[src/rtl/video_pkg.sv]
// video_pkg: shared pixel types, default raster geometry and the 3-bit palette
// used by the framebuffer scan-out path.
package video_pkg;

   typedef logic [23:0] rgb24_t;
   typedef logic [2:0]  pix3_t;

   // Source framebuffer and 640x480@60 raster geometry
   localparam int SRC_W   = 160;
   localparam int SRC_H   = 120;
   localparam int ACT_W   = 640;
   localparam int ACT_H   = 480;
   localparam int FRAME_W = 800;
   localparam int FRAME_H = 525;

   // Each code bit drives one full colour channel: bit2 -> R, bit1 -> G, bit0 -> B
   function automatic rgb24_t pal3_to_rgb24(input pix3_t code);
      return {{8{code[2]}}, {8{code[1]}}, {8{code[0]}}};
   endfunction

endpackage

[src/rtl/fb_scaler_addrgen.sv]
// fb_scaler_addrgen: turns the encoder's cx/cy raster position into framebuffer
// read addresses with (1<<SCALE_LOG2)x pixel and line replication. Counters only,
// no multipliers. Locks to the raster on the first origin after reset and
// re-locks on every origin.
module fb_scaler_addrgen
   import video_pkg::*;
#(
   parameter int SRC_W      = video_pkg::SRC_W,
   parameter int SRC_H      = video_pkg::SRC_H,
   parameter int SCALE_LOG2 = 2,
   parameter int ACT_W      = video_pkg::ACT_W,
   parameter int ACT_H      = video_pkg::ACT_H,
   parameter int ADDR_W     = 15
) (
   input  logic              clk_pixel,
   input  logic              sys_resetn,
   input  logic [9:0]        cx,
   input  logic [9:0]        cy,
   output logic [ADDR_W-1:0] fb_addr,
   output logic              fb_rd_en,
   output logic              frame_tick
);

   localparam logic [9:0]            X_END    = 10'(ACT_W);
   localparam logic [9:0]            Y_END    = 10'(ACT_H);
   localparam logic [9:0]            X_LAST   = 10'(ACT_W - 1);
   localparam logic [ADDR_W-1:0]     ROW_STEP = ADDR_W'(SRC_W);
   localparam logic [ADDR_W-1:0]     ROW_LAST = ADDR_W'((SRC_H - 1) * SRC_W);
   localparam logic [ADDR_W-1:0]     ADDR_ONE = 1;
   localparam logic [SCALE_LOG2-1:0] SUB_ONE  = 1;

   logic                  synced;
   logic [ADDR_W-1:0]     row_base;
   logic [ADDR_W-1:0]     col_addr;
   logic [SCALE_LOG2-1:0] sub_row;
   logic [SCALE_LOG2-1:0] sub_col;

   logic                  origin_p0;
   logic                  active_p0;
   logic                  line_end_p0;
   logic                  issue_p0;
   logic [ADDR_W-1:0]     row_base_p0;
   logic [ADDR_W-1:0]     col_addr_p0;
   logic [SCALE_LOG2-1:0] sub_row_p0;
   logic [SCALE_LOG2-1:0] sub_col_p0;

   // ---- stage p0: decode the raster position; the origin overrides the counters
   assign origin_p0   = (cx == '0) && (cy == '0);
   assign active_p0   = (cx < X_END) && (cy < Y_END);
   assign line_end_p0 = (cx == X_LAST);
   assign issue_p0    = (synced | origin_p0) & active_p0;

   assign row_base_p0 = origin_p0 ? '0 : row_base;
   assign col_addr_p0 = origin_p0 ? '0 : col_addr;
   assign sub_row_p0  = origin_p0 ? '0 : sub_row;
   assign sub_col_p0  = origin_p0 ? '0 : sub_col;

   // ---- stage p1: registered address/enable/tick and the replication counters
   always_ff @(posedge clk_pixel or negedge sys_resetn) begin
      if (!sys_resetn) begin
         synced     <= 1'b0;
         row_base   <= '0;
         col_addr   <= '0;
         sub_row    <= '0;
         sub_col    <= '0;
         fb_addr    <= '0;
         fb_rd_en   <= 1'b0;
         frame_tick <= 1'b0;
      end else begin
         frame_tick <= origin_p0;
         fb_rd_en   <= issue_p0;
         if (origin_p0) begin
            synced <= 1'b1;
         end
         if (issue_p0) begin
            fb_addr <= row_base_p0 + col_addr_p0;
            if (line_end_p0) begin
               // End of an active line: restart the column and step the line counter
               col_addr <= '0;
               sub_col  <= '0;
               sub_row  <= sub_row_p0 + SUB_ONE;
               if (&sub_row_p0) begin
                  // Last replica of a source row; wrap after the final row so the
                  // base never points past the framebuffer
                  row_base <= (row_base_p0 == ROW_LAST) ? '0 : row_base_p0 + ROW_STEP;
               end else begin
                  row_base <= row_base_p0;
               end
            end else begin
               sub_col  <= sub_col_p0 + SUB_ONE;
               col_addr <= (&sub_col_p0) ? col_addr_p0 + ADDR_ONE : col_addr_p0;
               sub_row  <= sub_row_p0;
               row_base <= row_base_p0;
            end
         end
      end
   end

endmodule

[src/rtl/fb_scaler.sv]
// fb_scaler: scan-out stage from the 160x120 3-bit framebuffer to the hdmi
// encoder. Address generation lives in fb_scaler_addrgen; this level carries
// the valid/border delay line matched to the memory latency and registers the
// expanded 24-bit pixel. Latency cx/cy -> rgb/de is MEM_LAT+2 cycles.
// Build option: define FB_SCALER_BORDER_EN to paint the outermost active
// pixels white (24'hFFFFFF); without it no border logic exists.
module fb_scaler
   import video_pkg::*;
#(
   parameter int SRC_W      = video_pkg::SRC_W,
   parameter int SRC_H      = video_pkg::SRC_H,
   parameter int SCALE_LOG2 = 2,
   parameter int ACT_W      = video_pkg::ACT_W,
   parameter int ACT_H      = video_pkg::ACT_H,
   parameter int FRAME_W    = video_pkg::FRAME_W,
   parameter int FRAME_H    = video_pkg::FRAME_H,
   parameter int MEM_LAT    = 1,
   parameter int ADDR_W     = 15
) (
   input  logic              clk_pixel,
   input  logic              sys_resetn,
   input  logic [9:0]        cx,
   input  logic [9:0]        cy,
   output logic [ADDR_W-1:0] fb_addr,
   output logic              fb_rd_en,
   input  pix3_t             fb_data,
   output rgb24_t            rgb,
   output logic              de,
   output logic              frame_tick
);

   // Reject geometries the counter scheme cannot represent
   if ((ACT_W != (SRC_W << SCALE_LOG2)) || (ACT_H != (SRC_H << SCALE_LOG2)) ||
       (FRAME_W <= ACT_W) || (FRAME_H <= ACT_H) ||
       (MEM_LAT < 1) || (MEM_LAT > 2) || (SCALE_LOG2 < 1)) begin : g_bad_cfg
      $error("fb_scaler: inconsistent geometry or MEM_LAT parameters");
   end

   fb_scaler_addrgen #(
      .SRC_W      (SRC_W),
      .SRC_H      (SRC_H),
      .SCALE_LOG2 (SCALE_LOG2),
      .ACT_W      (ACT_W),
      .ACT_H      (ACT_H),
      .ADDR_W     (ADDR_W)
   ) u_addrgen (
      .clk_pixel  (clk_pixel),
      .sys_resetn (sys_resetn),
      .cx         (cx),
      .cy         (cy),
      .fb_addr    (fb_addr),
      .fb_rd_en   (fb_rd_en),
      .frame_tick (frame_tick)
   );

   // ---- stage p1 -> p(1+MEM_LAT): valid follows the read through the memory
   logic [MEM_LAT-1:0] vld_dly;
   logic [MEM_LAT:0]   vld_shift;
   logic               vld_pm;
   rgb24_t             rgb_pm;

   assign vld_shift = {vld_dly, fb_rd_en};
   assign vld_pm    = vld_dly[MEM_LAT-1];

   // Valid delay line matched to the framebuffer read latency
   always_ff @(posedge clk_pixel or negedge sys_resetn) begin
      if (!sys_resetn) begin
         vld_dly <= '0;
      end else begin
         vld_dly <= vld_shift[MEM_LAT-1:0];
      end
   end

`ifdef FB_SCALER_BORDER_EN
   localparam logic [9:0] X_LAST = 10'(ACT_W - 1);
   localparam logic [9:0] Y_LAST = 10'(ACT_H - 1);

   logic               border_p0;
   logic               border_p1;
   logic [MEM_LAT-1:0] border_dly;
   logic [MEM_LAT:0]   border_shift;

   assign border_p0    = (cx == '0) || (cx == X_LAST) || (cy == '0) || (cy == Y_LAST);
   assign border_shift = {border_dly, border_p1};

   // Border flag rides alongside the read: one register, then MEM_LAT stages
   always_ff @(posedge clk_pixel or negedge sys_resetn) begin
      if (!sys_resetn) begin
         border_p1  <= 1'b0;
         border_dly <= '0;
      end else begin
         border_p1  <= border_p0;
         border_dly <= border_shift[MEM_LAT-1:0];
      end
   end

   // Palette expansion with the border overriding the framebuffer colour
   always_comb begin
      rgb_pm = pal3_to_rgb24(fb_data);
      if (border_dly[MEM_LAT-1]) begin
         rgb_pm = 24'hFFFFFF;
      end
   end
`else
   // Palette expansion of the returned framebuffer code
   always_comb begin
      rgb_pm = pal3_to_rgb24(fb_data);
   end
`endif

   // ---- stage p(2+MEM_LAT): output register, dark whenever the pixel is not valid
   always_ff @(posedge clk_pixel or negedge sys_resetn) begin
      if (!sys_resetn) begin
         rgb <= '0;
         de  <= 1'b0;
      end else begin
         de  <= vld_pm;
         rgb <= vld_pm ? rgb_pm : '0;
      end
   end

endmodule
[config.mk]
export PLATFORM = sky130hd
export DESIGN_NAME = fb_scaler
export DESIGN_NICKNAME = d
export VERILOG_FILES = /design/src/rtl/video_pkg.sv /design/src/rtl/fb_scaler_addrgen.sv /design/src/rtl/fb_scaler.sv
export SDC_FILE = /design/constraint.sdc
export NUM_CORES = 1
export LEC_CHECK = 0
export BUFFER_PORTS_ARGS = -buffer_cell sky130_fd_sc_hd__buf_2
export CAP_MARGIN = 20
export CORE_MARGIN = 2
export CORE_UTILIZATION = 55
export DETAILED_ROUTE_END_ITERATION = 12
export HOLD_SLACK_MARGIN = 0.03
export PLACE_DENSITY_LB_ADDON = 0.05
export SYNTH_ARGS = -nofsm -noshare
export SYNTH_HDL_FRONTEND = slang
export SYNTH_SLANG_ARGS = --single-unit
[constraint.sdc]
create_clock -name clk_pixel -period 5.7 [get_ports clk_pixel]
set_clock_uncertainty 0.1 [all_clocks]
set_input_delay 0.285 -clock clk_pixel [delete_from_list [all_inputs] [get_ports clk_pixel]]
set_output_delay 0.285 -clock clk_pixel [all_outputs]
set_load 0.02 [all_outputs]
==> run metrics <==
status completed; min cycle time layout 3740 ps; hold worst-path end rgb[7]; reg-to-reg endpoint u_addrgen.fb_addr[14]; Hold Buf Count CTS 1; Max Cap Violations 0; post-synthesis sequential area ratio 0.362; Post-Route Setup TNS 0 ps; worst path bufs/invs 2; Core Util, Final 0.640; Area contributors post-synth dfrtp_1, and2_1, ha_1; H-tree levels 3; Post-Syn Nets 498; drt first-iter violations 290; r2r setup slk 2870 ps; Post-synth EDFFs 0; Worst setup SP type input port; post-DP HPWL 6.61 mm; RR Startpoint u_addrgen.col_addr[0]; Nets 537; Worst Path Max Fanout 23; commonest non-fill, non-tap cell in the layout buf_2; initial antenna violation count 0; vias in the first global route 3187; Synth Area per Inst 8.63 µm²; Setup WS post-layout 1960 ps; DR vias/cell 5.91; synth unique cells 60; WP data arrival 3870 ps; Yosys top cell area share 0.362; Syn Inst Count 456; R2R depth 10; worst slack, placed 1600 ps; gr usage total 0.255; clk_lat worst skew 350 ps; crit-path cells buf_2, nor4_1, and3_1, nand2_1, inv_1, nor2_1, ha_1, a21o_1, nand2_1, a311oi_1, or3_1, a21o_1, a221o_1; TritonCTS clock tree done; Max clock buf depth 2; Least-Margin Pin Slew 734 ps; Resized Gates After CTS 0; class of the worst hold path input port to flip-flop; most frequent cells in the layout buf_2, dfrtp_1, nand2_1; I/O pins 67; Root Buffer clkbuf_8; total gr overflow 0; flops & latches, synth 57; Fmax achieved 268 MHz; Fin. Hold Viols 0; Power Density 247 mW/mm²; post-synthesis cell area 0.00394 mm²; die width 88.6 µm; global-route wire length before repair 15.7 mm; Core Region 0.00687 mm²; clock-pin slew on the worst setup and hold paths 70 ps; Post-DRT Antenna Nets 0; Worst path slowest cell inv_1; Critical Path End Type flip-flop; largest area contributor in the netlist dfrtp_1; share of cells above drive strength 1 0.200; Yosys warning count 0; full die area 0.00785 mm²; Die Ht 88.6 µm; DP Cell Count 579; worst min-delay path startpoint fb_data[0]; Crit Path Category input port to flip-flop; mean routed wirelength per cell 15.9 µm; Remaining DRCs 0; RePlAce Congestion 0.891; fin crit share 0.655; hold path cells 2; Power Total 1.08 mW; Top FF cell, synth dfrtp_1; starting density of the core 0.573; delay of the slowest cell on the worst path 500 ps; num rows 30; Syn-to-layout area delta 11.6%; first-pass detailed-route iteration total 4; P_leak 2.15 nW; Slew HR 0.511; routed via count 3518; largest net degree at the start of global routing 58; CP required 5830 ps; final WL 9.45 mm; RSZ-0062 raised after global routing false; Final setup viols 0; worst vdd ir 140 µV; crit-path leading delay family simple AND/OR/NAND/NOR gates; clk sinks 57; final std cells w/o fill 595; total CTS buffers 9; Slew Viols, Final 0; # diodes 0; async set-reset flop share out of synthesis 1.00; IO Port Bufs 66; Post-CTS Setup Bufs 0
## cells by family after synthesis
family / count (synthesis) / share of synthesized area
DFF: 57 / 0.362
AOI/OAI and AO/OA: 125 / 0.209
buffers and inverters: 58 / 0.0772
xor gates and xnor gates: 14 / 0.0312
and+or+nand+nor: 180 / 0.251
muxes: 5 / 0.0134
adders and majority gates: 17 / 0.0559
## routing by layer
layer	vias to the layer above	routed length, µm	global-route usage
li1	1710	-	-
met4	0	161	0.0882
met1	1650	4570	0.377
met2	141	4170	0.380
met3	17	549	0.0420
met5	-	0	0
## flip-flops by register name, summed over array words and instances, names as in the netlist
name                  cells
u_addrgen.row_base       15
u_addrgen.frame_tick      1
de                        1
u_addrgen.sub_col         2
u_addrgen.fb_rd_en        1
u_addrgen.sub_row         2
u_addrgen.col_addr       15
u_addrgen.fb_addr        15
vld_dly                   1
u_addrgen.synced          1
rgb                       3
## where the power goes
| group | total (mW) | switching, mW | internal, mW |
|---|---|---|---|
| Combinational | 0.206 | 0.131 | 0.0745 |
| Clock | 0.413 | 0.166 | 0.247 |
| Sequential | 0.465 | 0.0281 | 0.437 |
| Total | 1.08 | 0.326 | 0.758 |
## per-stage QoR
step	hold WS, ps	instance area (µm²)
6_report	57.5	4390
5_1_grt	57.7	4390
4_1_cts	53.5	4390
3_5_place_dp	260	4170
3_3_place_gp	253	4170
2_1_floorplan	-111	3940
## worst max path at each step
stage | from | endpoint | cells past startpoint
2_1_floorplan | cy[0] | u_addrgen.fb_addr[14] | 15
3_3_place_gp | cx[4] | u_addrgen.fb_addr[14] | 13
3_5_place_dp | cx[4] | u_addrgen.fb_addr[14] | 13
4_1_cts | cx[4] | u_addrgen.fb_addr[14] | 13
5_1_grt | cx[4] | u_addrgen.fb_addr[13] | 13
6_report | cx[4] | u_addrgen.fb_addr[14] | 13
## Yosys cell counts (all sizes together), types with 3 or more instances
cell type and count:
a211o 3, o211ai 3, and3 6, nor2b 6, nor4b 4, and2 34, a21o 10, xnor2 6
o21ai 41, nand2 52, nor3 6, nor2 22, o31ai 10, nand4 11, ha 16, a22o 4
a211oi 4, nand3 13, o41ai 3, a32o 3, buf 23, dfrtp 57, inv 15, mux2i 3
a21oi 20, nor3b 3, a31oi 4, a31o 3, clkbuf 19, or2 3, o21a 4, or4 5
xor2 8, nor4 6
## layout make-up
class | instances | area, µm²
fillers | 598 | 2470
well taps | 96 | 120
clock buffers | 13 | 179
multi-input cells | 341 | 2210
repair buffers | 70 | 363
inverters | 16 | 65.1
clock inverters | 2 | 35.0
flip-flops and latches | 57 | 1430
## worst register-to-register path, cell delays in order (launching register included)
cell	delay [ps]
dfrtp_1	400
and2_1	210
ha_1	190
inv_1	60
fa_1	390
nor2b_1	180
o2111ai_1	190
a311oi_1	430
or3_1	220
a211oi_1	80
a221o_1	260
Power figures use the tool's default switching activity.
